**src/rtl/ebpf_mem_pkg.sv**
```systemverilog
// ebpf_mem_pkg: shared FSM state, byte-enable width and byte-merge helper for BRAM port masters
package ebpf_mem_pkg;
   typedef enum logic {IDLE, RMW} state_e;
   localparam int MAX_DW = 1024;
   function automatic int be_width(input int dw);
      return dw / 8;
   endfunction
   // Words narrower than MAX_DW are zero-extended by the caller and truncated on return
   function automatic logic [MAX_DW-1:0] byte_merge(input logic [MAX_DW-1:0] old_w,
                                                    input logic [MAX_DW-1:0] new_w,
                                                    input logic [MAX_DW/8-1:0] be);
      logic [MAX_DW-1:0] w;
      w = old_w;
      for (int i = 0; i < MAX_DW / 8; i++) if (be[i]) w[i*8 +: 8] = new_w[i*8 +: 8];
      return w;
   endfunction
endpackage

```
**src/rtl/sync_fifo.sv**
```systemverilog
// sync_fifo: single-clock FIFO with occupancy count; push and pop may coincide at any occupancy
module sync_fifo #(
   parameter int DEPTH = 4,
   parameter int WIDTH = 32
) (
   input  logic                           clk,
   input  logic                           rst,
   input  logic                           push,
   input  logic [WIDTH-1:0]               din,
   input  logic                           pop,
   output logic [WIDTH-1:0]               dout,
   output logic [$clog2(DEPTH+1)-1:0]     count
);
   localparam int CW = $clog2(DEPTH + 1);
   localparam int AW = DEPTH > 1 ? $clog2(DEPTH) : 1;
   logic [WIDTH-1:0] mem_q [DEPTH];
   logic [AW-1:0] wr_q, wr_d, rd_q, rd_d;
   logic [CW-1:0] count_q, count_d;
   logic do_pop;
   always_comb begin
      do_pop  = pop && count_q != '0;
      wr_d    = push ? (wr_q == AW'(DEPTH - 1) ? '0 : wr_q + 1'b1) : wr_q;
      rd_d    = do_pop ? (rd_q == AW'(DEPTH - 1) ? '0 : rd_q + 1'b1) : rd_q;
      count_d = count_q + CW'(push) - CW'(do_pop);
      dout    = mem_q[rd_q];
      count   = count_q;
   end
   always_ff @(posedge clk) begin
      if (rst) begin
         wr_q    <= '0;
         rd_q    <= '0;
         count_q <= '0;
      end else begin
         wr_q    <= wr_d;
         rd_q    <= rd_d;
         count_q <= count_d;
      end
   end
   always_ff @(posedge clk) if (push) mem_q[wr_q] <= din;
   always_ff @(posedge clk) if (!rst && push && !do_pop) assert (count_q != CW'(DEPTH)) else $error("sync_fifo overflow");
endmodule

```
**src/rtl/bram_port_master.sv**
```systemverilog
// bram_port_master: turns a load/store request stream into BRAM port cycles, with RMW for partial stores
module bram_port_master
   import ebpf_mem_pkg::*;
#(
   parameter int ADDR_WIDTH = 10,
   parameter int DATA_WIDTH = 32,
   parameter int RESP_DEPTH = 4,
   localparam int BE_WIDTH  = be_width(DATA_WIDTH)
) (
   input  logic                  clk,
   input  logic                  rst,
   input  logic                  req_valid,
   output logic                  req_ready,
   input  logic                  req_we,
   input  logic [ADDR_WIDTH-1:0] req_addr,
   input  logic [DATA_WIDTH-1:0] req_wdata,
   input  logic [BE_WIDTH-1:0]   req_be,
   output logic                  rsp_valid,
   input  logic                  rsp_ready,
   output logic [DATA_WIDTH-1:0] rsp_rdata,
   output logic                  mem_en,
   output logic                  mem_we,
   output logic [ADDR_WIDTH-1:0] mem_addr,
   output logic [DATA_WIDTH-1:0] mem_din,
   input  logic [DATA_WIDTH-1:0] mem_dout
);
   localparam int CW = $clog2(RESP_DEPTH + 1);
   state_e state_q, state_d;
   logic rd_inflight_q, rd_inflight_d;
   logic [ADDR_WIDTH-1:0] addr_q, addr_d;
   logic [DATA_WIDTH-1:0] wdata_q, wdata_d;
   logic [BE_WIDTH-1:0] be_q, be_d;
   logic [CW-1:0] fifo_count;
   logic [DATA_WIDTH-1:0] fifo_dout;
   logic accept, rmw, full_be, no_be;
   always_comb begin
      rmw           = state_q == RMW;
      full_be       = &req_be;
      no_be         = req_be == '0;
      // Space is reserved for the load whose data is still on the RAM output
      req_ready     = !rst && !rmw && ({1'b0, fifo_count} + (CW + 1)'(rd_inflight_q) < (CW + 1)'(RESP_DEPTH));
      accept        = req_valid && req_ready;
      rd_inflight_d = accept && !req_we;
      state_d       = accept && req_we && !full_be && !no_be ? RMW : IDLE;
      addr_d        = accept ? req_addr : addr_q;
      wdata_d       = accept ? req_wdata : wdata_q;
      be_d          = accept ? req_be : be_q;
      mem_en        = rmw ? !rst : accept && (!req_we || !no_be);
      mem_we        = rmw ? !rst : accept && req_we && full_be;
      mem_addr      = rmw ? addr_q : req_addr;
      mem_din       = rmw ? DATA_WIDTH'(byte_merge(MAX_DW'(mem_dout), MAX_DW'(wdata_q), (MAX_DW / 8)'(be_q))) : req_wdata;
      rsp_valid     = !rst && fifo_count != '0;
      rsp_rdata     = rsp_valid ? fifo_dout : '0;
   end
   always_ff @(posedge clk) begin
      if (rst) begin
         state_q       <= IDLE;
         rd_inflight_q <= 1'b0;
      end else begin
         state_q       <= state_d;
         rd_inflight_q <= rd_inflight_d;
      end
      addr_q  <= addr_d;
      wdata_q <= wdata_d;
      be_q    <= be_d;
   end
   sync_fifo #(.DEPTH(RESP_DEPTH), .WIDTH(DATA_WIDTH)) u_rsp_fifo (
      .clk   (clk),
      .rst   (rst),
      .push  (rd_inflight_q),
      .din   (mem_dout),
      .pop   (rsp_valid && rsp_ready),
      .dout  (fifo_dout),
      .count (fifo_count)
   );
endmodule

```
**config.mk**
```make
export PLATFORM = sky130hd
export DESIGN_NAME = bram_port_master
export DESIGN_NICKNAME = d
export VERILOG_FILES = /design/src/rtl/ebpf_mem_pkg.sv /design/src/rtl/sync_fifo.sv /design/src/rtl/bram_port_master.sv
export SDC_FILE = /design/constraint.sdc
export NUM_CORES = 1
export LEC_CHECK = 0
export ABC_CLOCK_PERIOD_IN_PS = 3400
export CAP_MARGIN = 10
export CORE_MARGIN = 3
export CORE_UTILIZATION = 46
export DETAILED_ROUTE_END_ITERATION = 12
export PLACE_DENSITY_LB_ADDON = 0.15
export SLEW_MARGIN = 10
export SYNTH_ARGS = -nofsm -noshare
export SYNTH_HDL_FRONTEND = slang
export SYNTH_SLANG_ARGS = --single-unit
```
**constraint.sdc**
```tcl
create_clock -name clk -period 3.4 [get_ports clk]
set_input_delay 0.68 -clock clk [delete_from_list [all_inputs] [get_ports clk]]
set_output_delay 0.68 -clock clk [all_outputs]
set_load 0.01 [all_outputs]
```
==> metrics.md <==
| Metric | Value |
|---|---|
| Layout fillers | `1163` |
| Core area | `around 0.016 mm^2` |
| Nets@finish | `689` |
| Setup tns final | `0 ns` |
| HP Class | `register to register` |
| R2r worst-path depth | `7` |
| PortBufs | `160` |
| Syn Inst Count | `between 400 and 500` |
| GPL Wtd Cong | `0.685` |
| Register area share after synthesis | `71.5%` |
| Yosys reg bits | `about 190` |
| Slew Limit Fails | `0` |
| Initial DRT Pass Iterations | `4` |
| Critical path class | `primary input to output pin` |
| Initial core utilization | `47.4%` |
| Final period util | `94.8%` |
| All-Layer GR Usage | `17.4%` |
| Pin count of the biggest net entering global routing | `78` |
| Run status | `completed` |
| Worst IR Drop VDD | `377 uV` |
| Via count | `around 4300` |
| Power density over cell area | `574 mW/mm^2` |
| Final wirelength | `15300 um` |
| Post-DP HPWL | `9730 um` |
| Leakage power | `roughly 0.0034 uW` |
| TritonCTS Sinks | `185` |
| Vias/cell | `approximately 5.1` |
| Worst flop-to-flop path endpoint | `u_rsp_fifo.count[2]` |
| Syn nets | `~530` |
| Max-cap violations | `0` |
| Area of the mapped netlist | `0.00761 mm^2` |
| Hold-fix buffers, CTS | `0` |
| Post_cts resized | `0` |
| Diodes inserted | `0` |
| RSZ-0062 raised after global routing | `false` |
| DR iter-0 viols | `278` |
| Die Area | `around 0.018 mm^2` |
| Rel. slew slack | `39.1%` |
| Root Buffer | `clkbuf_16` |
| Critical path capture point type | `output pin` |
| Final Hold Viols | `0` |
| Skew final | `about 0.012 ns` |
| Synth Warn # | `0` |
| HP Start | `u_rsp_fifo.rd_q[0]` |
| Critical R2R Launch | `u_rsp_fifo.count[1]` |
| CP Max Fanout | `3` |
| Longest Clk Path Bufs | `2` |
| DRC | `0` |
| Hold path depth | `1` |
| Worst EP arrival | `2.54 ns` |
| Crit path time final | `3.22 ns` |
| H-tree levels | `4` |
| Fmax | `310 MHz` |
| Postcts setup bufs | `0` |
| TritonCTS clock tree | `built` |
| CTS Buf Count | `17` |
| Syn-to-layout area delta | `32.3%` |
| Number of global-route vias before repair | `4508` |
| Design area | `approximately 0.01 mm^2` |
| Slew @ Worst Pin | `0.914 ns` |
| # setup viols final | `0` |
| Clock Latency Late Sink | `0.43 ns` |
| First-pass GRT wire length | `23900 um` |
| Post-route ant nets | `0` |
| Avg Cell Area, Syn | `approximately 17 um^2` |
| Routed len/inst | `18.5 um` |
| Worst-path clk slew | `0.06 ns` |
| Top-level I/O count | `161` |
| Cell area after placement | `0.00947 mm^2` |
| Antenna violations before repair | `0` |
| Die Wd | `approximately 130 um` |
| Die Height | `135 um` |
| Reg-to-reg slack, setup | `between 0.8 and 0.9 ns` |
| Layout cells sized above 1 | `14.9%` |
| Cell row count | `46` |
| Netlist cell types | `32` |
| Setup crit start kind | `primary input` |
| Congestion Overflow GR | `0` |
| Worst Path Required | `2.72 ns` |
-- synthesized netlist by cell type --
cell type | count | area share [%]
mux2_2 | 12 | 1.8
fa_1 | 1 | 0.26
mux2i_1 | 34 | 4.5
buf_6 | 2 | 0.30
buf_4 | 3 | 0.30
or4_1 | 1 | 0.099
xnor2_1 | 1 | 0.12
clkbuf_1 | 11 | 0.54
a211oi_2 | 1 | 0.16
o31ai_1 | 2 | 0.20
and2_1 | 4 | 0.33
nor2b_1 | 34 | 2.8
ha_1 | 7 | 1.2
nand2_1 | 1 | 0.049
buf_2 | 3 | 0.20
nand3b_1 | 1 | 0.099
mux4_2 | 32 | 9.5
o211ai_1 | 1 | 0.099
o41ai_1 | 2 | 0.23
or2_1 | 1 | 0.082
and4_1 | 2 | 0.23
o21ai_0 | 1 | 0.066
edfxtp_1 | 174 | 69
dfxtp_1 | 11 | 2.9
nor4bb_1 | 1 | 0.13
xor2_1 | 1 | 0.12
nor2_1 | 39 | 1.9
buf_1 | 6 | 0.30
inv_1 | 8 | 0.39
a21oi_1 | 33 | 2.2
nand3_1 | 1 | 0.066
nor3_1 | 6 | 0.39
-- critical path, cell delays in order --
cell             delay (ns)
clkdlybuf4s50_1        0.48
or4_1                  0.58
o21ai_0                0.20
o31ai_1                0.09
clkdlybuf4s50_1        0.52
-- registers in the layout, indices dropped and copies added, names as in the netlist, named ones only --
register,cells
u_rsp_fifo.mem_q,128
wdata_q,32
addr_q,10
be_q,4
u_rsp_fifo.count,3
u_rsp_fifo.rd_q,2
u_rsp_fifo.wr_q,2
rd_inflight_q,1
rmw,1
-- final cells by class --
cell class                      count  area (um^2)  share of cell area, %
Inverter                            8         30.0                  0.298
Clock buffer                       19          433                   4.30
Tap cell                          216          270                   2.68
Clock inverter                     13          169                   1.68
Timing Repair Buffer              167         1690                   16.8
Multi-Input combinational cell    219         2030                   20.1
Sequential cell                   185         5450                   54.1
-- metal layers --
layer  GRT usage (%)  routed length, um  vias to the layer above
met1            22.3               6630                     2090
met4            5.26                187                        0
li1                -                  -                     2026
met2            29.3               7600                      127
met5               0                  0                        -
met3            4.73                899                       14
-- placed cells by master (no fill, tap or decap), types with 3 or more instances in the layout --
cell type	count
nor2_1	38
mux2i_1	34
and2_2	4
clkinvlp_4	4
mux2_2	12
buf_4	4
buf_12	3
nor3_1	6
bufinv_16	3
edfxtp_1	174
nor2b_1	34
mux4_2	32
inv_6	3
clkbuf_16	17
inv_1	8
dfxtp_2	3
clkdlybuf4s50_1	160
a21oi_1	33
ha_1	7
dfxtp_1	8
-- worst max path at each step --
stage	from	to	slack, ns	depth (start not counted)
2_1_floorplan	rst	addr_q[0]	0.69	4
3_3_place_gp	rst	rsp_rdata[25]	0.21	4
3_5_place_dp	rst	rsp_rdata[6]	0.17	4
4_1_cts	u_rsp_fifo.count[0]	rsp_rdata[6]	0.14	4
5_1_grt	u_rsp_fifo.count[0]	rsp_rdata[17]	0.03	4
6_report	req_be[1]	mem_en	0.18	5
-- per-stage QoR --
stage | setup slack [ns] | total power [uW] | hold slack [ns] | cells | utilization [%]
floorplan | 0.692 | 3340 | 0.472 | 437 | -
global placement | 0.209 | 3850 | 0.488 | 795 | 59.0
detailed placement | 0.171 | 3870 | 0.489 | 795 | 59.0
CTS | 0.137 | 5840 | 0.502 | 827 | 62.7
global route | 0.0252 | 6010 | 0.518 | 827 | 62.7
finish | 0.178 | 5780 | 0.507 | 827 | 62.7
-- report_power, final --
part	leakage [uW]	internal (uW)	switching, uW
Combinational	0.00142	654	482
Clock	0.000281	1160	813
Sequential	0.00168	2590	79.0
-- cell families after synthesis --
kind of cell	Yosys count	synth area share (%)
adder cells (fa/ha/maj)	8	1.41
multiplexers	78	15.7
buffers and inverters	33	2.02
XOR/XNOR	2	0.230
AO/OA/AOI/OAI	40	2.92
AND/OR/NAND/NOR	91	6.19
flip-flops	185	71.5
(Power assumes the default switching activity.)
